--- src/rtl/burst_line_adaptor_pkg.sv ---
// Shared constants and state encoding for the L2 line to memory burst adaptor.
// Every width the adaptor uses is derived from the line and beat widths here.
package burst_adaptor_pkg;

    localparam int LINE_W = 256;
    localparam int BEAT_W = 64;
    localparam int ADDR_W = 32;

    // The line must hold a whole number of memory beats.
    localparam int BEATS  = LINE_W / BEAT_W;
    localparam int OFFS   = $clog2(LINE_W / 8);
    localparam int CNT_W  = (BEATS > 1) ? $clog2(BEATS) : 1;

    typedef enum logic [1:0] {
        IDLE,
        READ,
        WRITE,
        DONE
    } state_t;

endpackage

--- src/rtl/burst_line_adaptor_if.sv ---
// Bundle of the L2-controller line signals and the physical-memory burst signals.
// The master side is the environment (controller plus memory); the slave side is the adaptor.
interface burst_line_adaptor_if;
    import burst_adaptor_pkg::*;

    logic [LINE_W-1:0] line_i;
    logic [LINE_W-1:0] line_o;
    logic [ADDR_W-1:0] address_i;
    logic              read_i;
    logic              write_i;
    logic              resp_o;
    logic [BEAT_W-1:0] burst_i;
    logic [BEAT_W-1:0] burst_o;
    logic [ADDR_W-1:0] address_o;
    logic              read_o;
    logic              write_o;
    logic              resp_i;

    modport master (
        output line_i, address_i, read_i, write_i, burst_i, resp_i,
        input  line_o, resp_o, burst_o, address_o, read_o, write_o
    );

    modport slave (
        input  line_i, address_i, read_i, write_i, burst_i, resp_i,
        output line_o, resp_o, burst_o, address_o, read_o, write_o
    );

endinterface

--- src/rtl/burst_line_adaptor.sv ---
// Turns one full-line read or write from the L2 controller into a BEATS-long memory
// burst, then returns a single-cycle line response once the last beat is acknowledged.
module burst_line_adaptor
    import burst_adaptor_pkg::*;
(
    input  logic                 clk,
    input  logic                 rst,
    burst_line_adaptor_if.slave  bus
);

    localparam logic [CNT_W-1:0] LAST_BEAT = CNT_W'(BEATS - 1);
    localparam logic [CNT_W-1:0] ONE       = CNT_W'(1);

    state_t            state;
    logic [CNT_W-1:0]  cnt;
    logic [LINE_W-1:0] buffer;
    logic [ADDR_W-1:0] addr_reg;
    logic              read_q;
    logic              write_q;
    logic              resp_q;

    // Request strobes are registered alongside the state so they change on the same edge;
    // the counter wraps to zero on the last beat and IDLE clears it again for the next request.
    always_ff @(posedge clk) begin
        if (rst) begin
            state    <= IDLE;
            cnt      <= '0;
            buffer   <= '0;
            addr_reg <= '0;
            read_q   <= 1'b0;
            write_q  <= 1'b0;
            resp_q   <= 1'b0;
        end else begin
            case (state)
                IDLE: begin
                    resp_q <= 1'b0;
                    if (bus.write_i) begin
                        buffer   <= bus.line_i;
                        addr_reg <= {bus.address_i[ADDR_W-1:OFFS], {OFFS{1'b0}}};
                        cnt      <= '0;
                        write_q  <= 1'b1;
                        state    <= WRITE;
                    end else if (bus.read_i) begin
                        addr_reg <= {bus.address_i[ADDR_W-1:OFFS], {OFFS{1'b0}}};
                        cnt      <= '0;
                        read_q   <= 1'b1;
                        state    <= READ;
                    end
                end
                READ: begin
                    if (bus.resp_i) begin
                        buffer[cnt*BEAT_W +: BEAT_W] <= bus.burst_i;
                        cnt <= cnt + ONE;
                        if (cnt == LAST_BEAT) begin
                            read_q <= 1'b0;
                            resp_q <= 1'b1;
                            state  <= DONE;
                        end
                    end
                end
                WRITE: begin
                    if (bus.resp_i) begin
                        cnt <= cnt + ONE;
                        if (cnt == LAST_BEAT) begin
                            write_q <= 1'b0;
                            resp_q  <= 1'b1;
                            state   <= DONE;
                        end
                    end
                end
                DONE: begin
                    resp_q <= 1'b0;
                    state  <= IDLE;
                end
                default: begin
                    read_q  <= 1'b0;
                    write_q <= 1'b0;
                    resp_q  <= 1'b0;
                    state   <= IDLE;
                end
            endcase
        end
    end

    // The outgoing write beat follows the counter directly, so a stalled beat stays on the bus.
    assign bus.burst_o   = buffer[cnt*BEAT_W +: BEAT_W];
    assign bus.line_o    = buffer;
    assign bus.address_o = addr_reg;
    assign bus.read_o    = read_q;
    assign bus.write_o   = write_q;
    assign bus.resp_o    = resp_q;

endmodule

--- src/flat_wrapper.sv ---
// flat-port wrapper written by rule: the top's interface ports become plain ports
module burst_line_adaptor_flat import burst_adaptor_pkg::*;
  (clk, rst, bus_line_i, bus_address_i, bus_read_i, bus_write_i, bus_burst_i, bus_resp_i, bus_line_o, bus_resp_o, bus_burst_o, bus_address_o, bus_read_o, bus_write_o);
  burst_line_adaptor_if bus_i ();
  input  logic clk;
  input  logic rst;
  input wire logic [$bits(bus_i.line_i)-1:0] bus_line_i;
  input wire logic [$bits(bus_i.address_i)-1:0] bus_address_i;
  input wire logic [$bits(bus_i.read_i)-1:0] bus_read_i;
  input wire logic [$bits(bus_i.write_i)-1:0] bus_write_i;
  input wire logic [$bits(bus_i.burst_i)-1:0] bus_burst_i;
  input wire logic [$bits(bus_i.resp_i)-1:0] bus_resp_i;
  output wire logic [$bits(bus_i.line_o)-1:0] bus_line_o;
  output wire logic [$bits(bus_i.resp_o)-1:0] bus_resp_o;
  output wire logic [$bits(bus_i.burst_o)-1:0] bus_burst_o;
  output wire logic [$bits(bus_i.address_o)-1:0] bus_address_o;
  output wire logic [$bits(bus_i.read_o)-1:0] bus_read_o;
  output wire logic [$bits(bus_i.write_o)-1:0] bus_write_o;
  assign bus_i.line_i = bus_line_i;
  assign bus_i.address_i = bus_address_i;
  assign bus_i.read_i = bus_read_i;
  assign bus_i.write_i = bus_write_i;
  assign bus_i.burst_i = bus_burst_i;
  assign bus_i.resp_i = bus_resp_i;
  assign bus_line_o = bus_i.line_o;
  assign bus_resp_o = bus_i.resp_o;
  assign bus_burst_o = bus_i.burst_o;
  assign bus_address_o = bus_i.address_o;
  assign bus_read_o = bus_i.read_o;
  assign bus_write_o = bus_i.write_o;
  burst_line_adaptor u_core (.clk(clk), .rst(rst), .bus(bus_i));
endmodule
--- config.mk ---
export PLATFORM = sky130hd
export DESIGN_NAME = burst_line_adaptor_flat
export DESIGN_NICKNAME = d
export VERILOG_FILES = /design/src/rtl/burst_line_adaptor_pkg.sv /design/src/rtl/burst_line_adaptor_if.sv /design/src/rtl/burst_line_adaptor.sv /design/src/flat_wrapper.sv
export SDC_FILE = /design/constraint.sdc
export NUM_CORES = 1
export LEC_CHECK = 0
export ABC_AREA = 1
export CORE_AREA = 2 2 277 279
export DETAILED_ROUTE_END_ITERATION = 12
export DIE_AREA = 0 0 279 281
export DONT_BUFFER_PORTS = 1
export PLACE_DENSITY_LB_ADDON = 0.08
export SETUP_SLACK_MARGIN = 0.4
export SYNTH_ARGS = -nofsm -noshare
export SYNTH_HDL_FRONTEND = slang
export SYNTH_SLANG_ARGS = --single-unit
--- constraint.sdc ---
create_clock -name clk -period 2.4 [get_ports clk]
set_input_delay 0.24 -clock clk [delete_from_list [all_inputs] [get_ports clk]]
set_output_delay 0.24 -clock clk [all_outputs]
set_load 0.05 [all_outputs]
==> impl_metrics.toml <==
[place]
dpl_cell_area_um2 = 22200
place.gp.congestion = 0.871
dp_hpwl_um = 66000
port_buffers = 0

[global_route]
grt_pass1_wl_um = 152000
grt_max_degree = 158
grt_usage_pct = 25.9
grt-ovfl-total = 0
antenna_found_initial = 9
grt_pass1_vias = 22200

[floorplan]
num_io_pins = 712
die_area_um2 = 78400
dieWidth_um = 279
coreArea_um2 = 75400
die_y_um = 281
initial_core_util_pct = 24.1
rows = 101

[synthesis]
synth_edf_count = 0
yosysUniqueCellTypes = 23
seq_area_frac_synth_pct = 32.0
yosys.area.top_type = "dfxtp_1"
synthCells = 3255
async_flop_share_pct = 0
synth_most_common_cell = "nand2_1"
synth_warnings = 0
synthTopCellsByArea = "dfxtp_1 (32%), nand2_1 (24%), nor2_1 (12%)"
yosys-top-cells-count = "nand2_1 (1179), nor2_1 (595), inv_1 (313)"
syn_area_per_cell_um2 = 5.58
ys.flop_type = "dfxtp_1"
yosysTopAreaCellShare_pct = 32.0
synth-seq-cells = 290
syn_area_um2 = 18200

[routing]
vias = 24000
drt-initial-drc-count = 1951
drc_errors = 0
dr.pass1.iters = 6
wl_um = 125000
via_per_inst = 4.88
wire_per_inst_um = 25.5
antenna_left = 0

[critical_path]
path_common_cell = "buf_12"
cpMaxStageDelayCell = "dfxtp_4"
endpoint_kind = "primary output"
ff2ff_path_depth = 14
cp-start-kind = "register"
r2r_end = "u_core.bus.line_o[134]"
cp.required_ps = 2160
reg2reg_slack_ps = 320
crit_type = "reg -> out"
max_stage_delay_ps = 430
worstPathCellList = "buf_12 > buf_16 > clkbuf_16 > a21oi_1 > a21oi_2 > buf_12"
critPathMaxFanout = 6
critPathLaunch = "u_core.cnt[0]"
r2r_start = "u_core.cnt[0]"
crit_path_end = "bus_burst_o[22]"
worstPathArrival_ps = 1980

[hold_path]
min_from = "bus_burst_i[1]"
min_path_type = "in -> reg"

[timing]
final-setup-viol-count = 0
fin_crit_ps = 2220
finalClockSkew_ps = 17.5
hold_viol = 0
slew_headroom_pct = 59.4
fmax_ghz = 0.451
rsz0062_at_grt = "true"
setup_tns_ps = 0
fin_crit_sh_pct = 92.3
tightest_slew_ps = 608
maxSlewViolCount = 0

[final_layout]
finalInstanceArea_um2 = 31100
drive_above_1_share_pct = 21.9
final_nets = 4261
syn_to_final_growth_pct = 71.2
fillers = 7877

[status]
status = "finished clean"

[power]
ir_drop_mv = 0.952
cellPowerDensity_nw_per_um2 = 1570
leakagePower_nw = 15.3

[clocking]
clk_pin_slew_ps = 60
clockBufferDepth = 3
clkLatencyLatePin_ps = 560
cts_tree = "done"
numCtsBuffers = 42
clockRootBuffer = "clkbuf_16"
h-tree-depth = 2
cts.sinks = 290

[run]
max_cap_viol_count = 0
-- cell type report --
class,instances,area (um^2),area share [%]
inverters,317,1240,3.99
flip-flops and latches,290,5810,18.7
clock inverters,4,45.0,0.145
multi-input cells,2410,11400,36.6
well taps,978,1220,3.93
repair buffers,834,10000,32.3
repair inverters,1,30.0,0.0965
clock buffers,66,1290,4.16
diodes,5,12.5,0.0402
-- per-stage QoR --
step / cells / utilization [%] / worst slack, ps / total power, mW / hold slack, ps
final: 4905 / 41.2 / 184 / 48.9 / 6.95
after global routing: 4904 / 41.2 / 128 / 51.2 / 7.80
after CTS: 4801 / 37.0 / 139 / 42.9 / 0.631
after detailed placement: 4354 / 29.4 / 98.1 / 34.6 / 321
after global placement: 4354 / 29.4 / 94.7 / 34.4 / 322
after floorplan: 3259 / - / 395 / 25.5 / 317
-- worst min-delay path by stage --
stage	cells past startpoint	end
after CTS	5	u_core.bus.line_o[35]
after floorplan	1	u_core.bus.resp_o
after global routing	4	u_core.bus.line_o[36]
after global placement	1	u_core.bus.resp_o
after detailed placement	1	u_core.bus.resp_o
final	4	u_core.bus.line_o[65]
-- state kept, by name (all words and copies together), names as in the netlist --
name                  count
u_core.bus.resp_o         1
u_core.state              2
u_core.bus.write_o        1
u_core.bus.address_o     27
u_core.bus.read_o         1
u_core.cnt                2
u_core.bus.line_o       256
-- routing by layer --
layer	GRT usage (%)	wire [um]	part of all wire, %	vias up
li1	-	-	-	11200
met1	32.4	51200	41	11300
met5	0	13	0.010	-
met3	5.63	10800	8.6	257
met4	8.27	4830	3.9	2
met2	44.1	58400	47	1169
-- kinds of logic (layout without fill, tap and decap cells) --
logic type,Yosys count,in the layout,synth area share [%]
and+or+nand+nor,1978,1978,43.2
AOI/OAI and AO/OA,419,419,11.5
other,1,10,0.0206
adders and majority gates,8,8,0.551
buffers and inverters,559,1222,12.7
DFF,290,290,32.0
-- worst max-delay path: cells and delay by family, from the launching register on --
| kind | cells | cell delay (ps) |
|---|---|---|
| buf+inv | 4 | 690 |
| compound gates | 2 | 290 |
| flops | 1 | 430 |
-- power by group --
group          internal (mW)  total, mW  switching (mW)
Sequential              6.47       8.25            1.79
Clock                   3.77       6.31            2.54
Combinational           12.0       34.3            22.3
-- layout by cell type (no fill, tap or decap), types with 11 or more instances in the layout --
cell	n
clkbuf_16	92
buf_6	39
buf_8	11
nand2_1	1066
nand3b_1	64
a21oi_1	104
buf_12	93
dlygate4sd3_1	346
nand2_4	40
buf_4	263
nor2_1	575
a21oi_2	83
o21ai_0	88
clkbuf_1	12
nand3_1	126
nand2_2	75
o21ai_1	82
dfxtp_1	288
o21ai_2	52
buf_16	34
nor2_2	20
inv_1	306
-- what timing repair did --
action / 4_1_cts / 5_1_grt
hold buffers: 344 / 2
setup endpoints to repair: 321 / 334
setup buffers: 14 / 32
endpoints found under the hold margin: 283 / 2
resized for setup: 96 / 427
pin swaps: 16 / 119
cloned: 19 / 65
(Power assumes the default switching activity.)
